$ cat src/rtl/imem_loader_pkg.sv
// Shared definitions for the instruction-memory loader: FSM state encoding
// and the constants describing the byte-stream frame layout.
package imem_loader_pkg;

  typedef enum logic [2:0] {
    ST_IDLE   = 3'd0,
    ST_LEN_LO = 3'd1,
    ST_LEN_HI = 3'd2,
    ST_DATA   = 3'd3,
    ST_WRITE  = 3'd4,
    ST_CHECK  = 3'd5,
    ST_DONE   = 3'd6,
    ST_ERROR  = 3'd7
  } state_t;

  localparam int HDR_LEN        = 2;
  localparam int BYTES_PER_WORD = 4;
  localparam int LEN_WIDTH      = 8 * HDR_LEN;

endpackage

$ cat src/rtl/imem_loader_byte_packer.sv
// Little-endian byte-to-word shift register: each new byte enters at the top,
// so after four shifts the first byte sits in bits 7:0.
module byte_packer
  import imem_loader_pkg::*;
#(
  parameter int DATA_WIDTH = 32
) (
  input  logic                  clk,
  input  logic                  rst,
  input  logic                  clear,
  input  logic                  shift,
  input  logic [7:0]            in_byte,
  output logic [DATA_WIDTH-1:0] word_next,
  output logic                  last
);

  localparam int CW = $clog2(BYTES_PER_WORD);

  logic [DATA_WIDTH-1:0] word_q;
  logic [CW-1:0]         count;

  // word_next is the word as it will look once in_byte is shifted in
  assign word_next = {in_byte, word_q[DATA_WIDTH-1:8]};
  assign last      = (count == CW'(BYTES_PER_WORD - 1));

  always_ff @(posedge clk or posedge rst) begin
    if (rst) begin
      word_q <= '0;
      count  <= '0;
    end else if (clear) begin
      word_q <= '0;
      count  <= '0;
    end else if (shift) begin
      word_q <= word_next;
      count  <= count + CW'(1);
    end
  end

endmodule

$ cat src/rtl/imem_loader.sv
// Loads a length-prefixed, XOR-checksummed byte stream into instruction
// memory and holds the processor in reset until a load completes cleanly.
module imem_loader
  import imem_loader_pkg::*;
#(
  parameter int DATA_WIDTH = 32,
  parameter int ADDR_WIDTH = 8
) (
  input  logic                  clk,
  input  logic                  rst,
  input  logic                  start,
  input  logic [7:0]            in_data,
  input  logic                  in_valid,
  output logic                  in_ready,
  output logic                  mem_we,
  output logic [ADDR_WIDTH-1:0] mem_addr,
  output logic [DATA_WIDTH-1:0] mem_wdata,
  output logic                  busy,
  output logic                  done,
  output logic                  error,
  output logic                  cpu_rst
);

  localparam logic [LEN_WIDTH:0] MAX_WORDS = (LEN_WIDTH + 1)'(2 ** ADDR_WIDTH);
  localparam logic [LEN_WIDTH:0] CNT_ONE   = (LEN_WIDTH + 1)'(1);

  state_t state, next_state;

  logic [7:0]            len_lo;
  logic [LEN_WIDTH-1:0]  len;
  logic [LEN_WIDTH:0]    word_cnt;
  logic [7:0]            checksum;
  logic [LEN_WIDTH:0]    len_req;
  logic [DATA_WIDTH-1:0] pack_word;
  logic                  pack_last;
  logic                  accept;
  logic                  start_take;

  assign accept     = in_valid && in_ready;
  assign start_take = start && (state == ST_IDLE || state == ST_DONE || state == ST_ERROR);
  assign len_req    = {1'b0, in_data, len_lo};

  byte_packer #(.DATA_WIDTH(DATA_WIDTH)) u_packer (
    .clk       (clk),
    .rst       (rst),
    .clear     (start_take),
    .shift     (accept && state == ST_DATA),
    .in_byte   (in_data),
    .word_next (pack_word),
    .last      (pack_last)
  );

  always_ff @(posedge clk or posedge rst) begin
    if (rst) state <= ST_IDLE;
    else     state <= next_state;
  end

  always_comb begin
    next_state = state;
    in_ready   = 1'b0;
    busy       = 1'b1;
    mem_we     = 1'b0;
    done       = 1'b0;
    error      = 1'b0;
    cpu_rst    = 1'b1;
    case (state)
      ST_IDLE, ST_DONE, ST_ERROR: begin
        busy    = 1'b0;
        done    = (state == ST_DONE);
        error   = (state == ST_ERROR);
        cpu_rst = (state != ST_DONE);
        if (start) next_state = ST_LEN_LO;
      end
      ST_LEN_LO: begin
        in_ready = 1'b1;
        if (accept) next_state = ST_LEN_HI;
      end
      ST_LEN_HI: begin
        in_ready = 1'b1;
        // Zero-length or over-capacity frames are rejected before any write
        if (accept) begin
          if (len_req == '0 || len_req > MAX_WORDS) next_state = ST_ERROR;
          else                                      next_state = ST_DATA;
        end
      end
      ST_DATA: begin
        in_ready = 1'b1;
        if (accept && pack_last) next_state = ST_WRITE;
      end
      ST_WRITE: begin
        mem_we = 1'b1;
        if (word_cnt + CNT_ONE < {1'b0, len}) next_state = ST_DATA;
        else                                 next_state = ST_CHECK;
      end
      ST_CHECK: begin
        in_ready = 1'b1;
        if (accept) next_state = (in_data == checksum) ? ST_DONE : ST_ERROR;
      end
      default: next_state = ST_IDLE;
    endcase
  end

  // Frame bookkeeping; the write port is loaded as the fourth byte arrives
  always_ff @(posedge clk or posedge rst) begin
    if (rst) begin
      len_lo    <= '0;
      len       <= '0;
      word_cnt  <= '0;
      checksum  <= '0;
      mem_addr  <= '0;
      mem_wdata <= '0;
    end else begin
      case (state)
        ST_IDLE, ST_DONE, ST_ERROR: begin
          if (start) begin
            len_lo   <= '0;
            len      <= '0;
            word_cnt <= '0;
            checksum <= '0;
          end
        end
        ST_LEN_LO: if (accept) len_lo <= in_data;
        ST_LEN_HI: if (accept) len <= {in_data, len_lo};
        ST_DATA: begin
          if (accept) begin
            checksum <= checksum ^ in_data;
            if (pack_last) begin
              mem_addr  <= word_cnt[ADDR_WIDTH-1:0];
              mem_wdata <= pack_word;
            end
          end
        end
        ST_WRITE: word_cnt <= word_cnt + CNT_ONE;
        default: ;
      endcase
    end
  end

endmodule

$ cat config.mk
export PLATFORM = sky130hd
export DESIGN_NAME = imem_loader
export DESIGN_NICKNAME = d
export VERILOG_FILES = /design/src/rtl/imem_loader_pkg.sv /design/src/rtl/imem_loader_byte_packer.sv /design/src/rtl/imem_loader.sv
export SDC_FILE = /design/constraint.sdc
export NUM_CORES = 1
export LEC_CHECK = 0
export ABC_AREA = 1
export CAP_MARGIN = 20
export CORE_ASPECT_RATIO = 0.7
export CORE_MARGIN = 1.5
export CORE_UTILIZATION = 56
export DETAILED_ROUTE_END_ITERATION = 8
export HOLD_SLACK_MARGIN = 0.12
export PLACE_DENSITY = 0.79
export SYNTH_ARGS = -nofsm -noshare
export SYNTH_HDL_FRONTEND = slang
export SYNTH_SLANG_ARGS = --single-unit
$ cat constraint.sdc
create_clock -name clk -period 4.25 [get_ports clk]
set_input_delay 0.425 -clock clk [delete_from_list [all_inputs] [get_ports clk]]
set_output_delay 0.425 -clock clk [all_outputs]
set_load 0.05 [all_outputs]
# == After elaboration in Yosys (flattened, before gate mapping) ==
# Index checks and enable logic that the tools add are counted.
# word_totals
out_inout_bits,46
ff_bits,126
elab_cells,81
# op_classes
muxes,29
n_eq_ne,16
magnitude_cmp,2
n_reduce_logical,22
n_bitwise,1
n_addsub,2
# ops
operator,n
32-bit two-way mux,2
17-bit case mux with 2 select lines,1
16-bit two-way mux,2
16-bit case mux with 2 select lines,1
8-bit case mux with 2 select lines,2
8-bit two-way mux,3
3-bit two-way mux,7
3-bit case mux with 6 select lines,1
17-bit by 1-bit adder with 17-bit output (second input constant),1
17-bit logical NOT,1
17-bit by 16-bit less-than comparator with 1-bit output,1
17-bit two-way mux,1
16-bit by 9-bit greater-than comparator with 1-bit output (second input constant),1
3-bit equality test (second input constant),4
3-bit AND reduction,4
2-bit inequality test (second input constant),5
2-bit nonzero test,5
8-bit equality test,1
8-bit bitwise XOR,1
1-bit two-way mux,7
3-bit by 2-bit equality test with 1-bit output (second input constant),2
5-bit AND reduction,1
1-bit logical AND,4
2-bit two-way mux,2
other kinds (10),12

# == Depth between registers and ports, before layout ==
# depth
ltp_word,7
mapped_depth,23
mapped_depth_nobuf,23

# == Cells and area by module ==
# A second synthesis with hierarchy kept.
# hier_totals
cells_unflattened,594
area_unflattened_um2,5669.2
# modules_own_cells
module,cells_per_inst,n_inst,area_each_um2,seq_area_each_um2
imem_loader,470,1,4544.4,2302.2
byte_packer,124,1,1124.8,650.6

# == Worst setup path before layout ==
# No wires, ideal clock.
# synth_timing
path_type,reg-to-reg
startpoint,reg word_cnt[0]
endpoint,reg state[2]
setup_slack_ns,1.910
path_stages_with_launch,23
period_less_slack_ns,2.340
path_buffers,0
arrival_time_ns,2.224
required_ns,4.133
cell_sequence,dfrtp_1 -> ha_1 -> nand2_1 -> nor2_1 -> nand2_1 -> nor2_2 -> inv_2 -> nor2_1 -> inv_1 -> nand2_1 -> inv_1 -> ha_1 -> a21oi_1 -> o21a_1 -> nand2_1 -> nand2_1 -> nand2_1 -> nand2_1 -> nand2_1 -> nand2_1 -> nand2_1 -> nand2_1 -> nand2_1
# synth_via
elab_chain_len,4
# synth_rtl
item,line,source
from (decl),imem_loader.sv:31,logic [LEN_WIDTH:0] word_cnt;
from (signal assigned),imem_loader.sv:133,ST_WRITE: word_cnt <= word_cnt + CNT_ONE;
17-bit by 1-bit adder with 17-bit output,imem_loader.sv:92,"if (word_cnt + CNT_ONE < {1'b0, len}) next_state = ST_DATA;"
17-bit by 16-bit less-than comparator with 1-bit output,imem_loader.sv:92,
3-bit two-way mux,imem_loader.sv:92,
3-bit case mux with 6 select lines,imem_loader.sv:66,case (state)
to (signal assigned),imem_loader.sv:55,else state <= next_state;
to (decl),imem_loader.sv:27,"state_t state, next_state;"
# No other way between the ends.
# A chain may end at the register's enable or synchronous reset.

# == Worst setup path after layout ==
# Ends and elaborated chain as after synthesis.

==> out/results.txt <==
Worst Path Max Fanout -> 4
Slowest CP cell -> dfrtp_1
Mapped Area -> 5420 um2
# diodes -> 0
Share of the synthesized area in the top cell type -> 54.5%
Worst IR Drop VDD -> 0.595 mV
CTS Buf Count -> 17
Most common cell on crit path -> nand2_1
Terminus of the critical flop-to-flop path -> state[2]
Vias/cell -> 5.62
Total congestion overflow -> 0
Die area -> 10300 um2
Antenna violations before repair -> 0
Seq pwr share -> 32.2%
Hold buffers post-CTS -> 0
Slew @ Worst Pin -> 0.716 ns
Worst-path cell chain -> ha_1, nand2_1, nor2_1, nand2_1, nor2_2, inv_2, nor2_1, inv_1, nand2_1, inv_1, ha_1, a21oi_1, o21a_1, nand2_1, nand2_1, nand2_1, nand2_1, nand2_1, nand2_1, nand2_1, nand2_1, nand2_1
First-pass GRT wire length -> 21.1 mm
Post-synth EDFFs -> 0
Switching pwr -> 1600 uW
Non-filler cells, final -> 798
CTS resizes -> 0
Final ANT Viol Nets -> 0
Core ar. -> 9220 um2
Top cells by count, synth -> dfrtp_1 (118), nand2_1 (117), inv_1 (97)
DRC errors left -> 0
Most common cell in the netlist -> dfrtp_1
Initial Util -> 58.8%
DRT Pass-1 Iters -> 7
Clock Pin Slew Worst Setup and Hold Paths -> 0.06 ns
Fin nets -> 690
Sequential area share after synthesis -> 54.5%
Via count -> 4488
Period utilization -> 65.9%
Max Slew Vio Count -> 0
Sw frac -> 35.7%
Clock power share -> 36.8%
Type of origin of the critical path -> flip-flop
WP data arrival -> 3.11 ns
H-tree depth -> 4
Largest net degree at the start of global routing -> 81
Worst setup margin -> 1.45 ns
Die width -> 121 um
Yosys top cell by area -> dfrtp_1
Synthesized Nets -> 629
Hold path cells -> 1
Fmax -> 357 MHz
Crit. End Element -> flip-flop
Leakage power -> 0.00320 uW
Clock sink count -> 118
Mapped Avg Cell Area -> 9.03 um2
Reg2Reg Depth -> 22
Post-route minimum period -> 2.80 ns
Site row count -> 29
Max-cap violation count -> 0
Setup bufs post-CTS -> 0
Internal power -> 2880 uW
CTS Root Cell -> clkbuf_16
Asr flop ratio synth -> 100%
Die height -> 85.3 um
Hold EP -> u_packer.count[0]
Vias in the first global route -> 4272
RSZ-0062 raised after global routing -> no
Wire per inst -> 16.2 um
Pre-CTS setup slack -> 1.33 ns
#FFs+latches synth -> 118
Tightest Hold Check Type -> reg2reg
Min-delay src -> u_packer.count[0]
Buffers on Ports -> 57
Ys flop type -> dfrtp_1
First DRT Iteration DRCs -> 428
Run status -> finished, final reports clean
Top post-synthesis cells by area -> dfrtp_1 (55%), nand2_1 (8.1%), inv_1 (6.7%)
YS warnings -> 0
Tot GR Track Use -> 26.6%
Synth unique cells -> 37
Power per cell area -> 661 nW/um2
Filler cells -> 628
Crit Path Class -> reg2reg
CTS tree -> built
Worst skew pair latency -> 0.41 ns
Setup violations, final -> 0
Worst endpoint required time -> 4.56 ns
Post-Route Setup TNS -> 0 ns
Area growth syn-to-layout -> 25.1%
Inst Count DP -> 765
Maximum clock path buffer count -> 2
IO Pins -> 58
Layout Skew -> 0.00470 ns
Crit-path max cell delay -> 0.39 ns
Endpoints failing hold -> 0
Routability Congestion -> 0.889
Relative slew slack -> 52.2%
Post-Syn Instances -> 600
R2R Setup Slk -> 1.45 ns
Routed wire length -> 12.9 mm
Post-detail-place hpwl -> 8.40 mm
Logic pwr share -> 31.0%
Worst r2r src -> word_cnt[0]
Share of post-route cells with drive strength above 1 -> 9.50%
==> worst max-delay path: cells and delay by family, from the launching register on <==
family                   cells  cell delay [ns]
buffers and inverters        3             0.16
adder cells (fa/ha/maj)      2             0.48
AND/OR/NAND/NOR             15             1.34
flip-flops                   1             0.39
AO/OA/AOI/OAI                2             0.32
==> cell families (layout without fill, tap and decap cells) <==
family	count (synthesis)	after routing	synth area share (%)
xor gates and xnor gates	15	15	2.43
AOI/OAI and AO/OA	134	134	14.0
buffers and inverters	127	201	9.36
DFF	118	118	54.5
adders and majority gates	17	17	3.93
and+or+nand+nor	189	189	15.8
==> stage by stage <==
step / utilization, % / instance area [um2] / power [uW] / hold WS, ns
global placement: 65.9 / 6070 / 2740 / 0.457
detailed placement: 65.9 / 6070 / 2790 / 0.464
floorplan: - / 5420 / 2490 / 0.439
global route: 73.5 / 6770 / 4700 / 0.484
finish: 73.5 / 6770 / 4480 / 0.468
CTS: 73.3 / 6750 / 4460 / 0.469
==> sequential cells by signal (all words and copies together) (netlist names) <==
register	flops
state	3
u_packer.word_q	24
mem_wdata	32
mem_addr	8
word_cnt	17
checksum	8
len	16
u_packer.count	2
len_lo	8
==> power by group through the flow <==
stage / Combinational (uW) / Clock (uW) / Sequential, uW
5_1_grt: 1540 / 1700 / 1460
4_1_cts: 1380 / 1640 / 1440
2_1_floorplan: 1020 / 0 / 1470
3_3_place_gp: 1300 / 0 / 1440
3_5_place_dp: 1340 / 0 / 1450
6_report: 1390 / 1650 / 1440
==> cell usage in the layout (no fill, tap or decap), drive strengths merged, types with 4 or more instances in the layout <==
cell type and n:
nand3 23, buf 5, inv 107, a21oi 7, dfrtp 118, clkdlybuf4s50 57
ha 17, nor3 6, clkbuf 21, xor2 12, nand2 120, o31ai 4
nand4 6, o22ai 42, bufinv 6, o21ai 74, nor2 27
==> per-layer routing <==
metal	GRT usage, %	up-vias	wire length (um)
li1	-	2085	-
met1	38.2	2166	5890
met2	39.8	207	5730
met3	7.06	30	1050
met4	8.98	0	224
met5	0	-	0
==> how the worst max path moves through the flow <==
stage | start | endpoint | slack, ns | cells past startpoint
after CTS | word_cnt[0] | state[2] | 1.49 | 22
final | word_cnt[0] | state[2] | 1.45 | 22
after floorplan | rst | checksum[0] | 0.70 | 1
after global placement | in_valid | u_packer.word_q[10] | 1.51 | 6
after detailed placement | in_valid | u_packer.word_q[18] | 1.33 | 6
after global routing | word_cnt[0] | state[2] | 1.14 | 22
==> final cells by class <==
class                           instances  area (um2)  share of cell area (%)
Inverter                              107         407                    6.00
Sequential cell                       118        2950                    43.6
Clock inverter                         11         221                    3.27
Timing Repair Buffer                   62         621                    9.16
Clock buffer                           21         460                    6.80
Multi-Input combinational cell        355        1960                    28.9
Tap cell                              124         155                    2.29
Note: power is estimated with default switching activity, not from simulation.
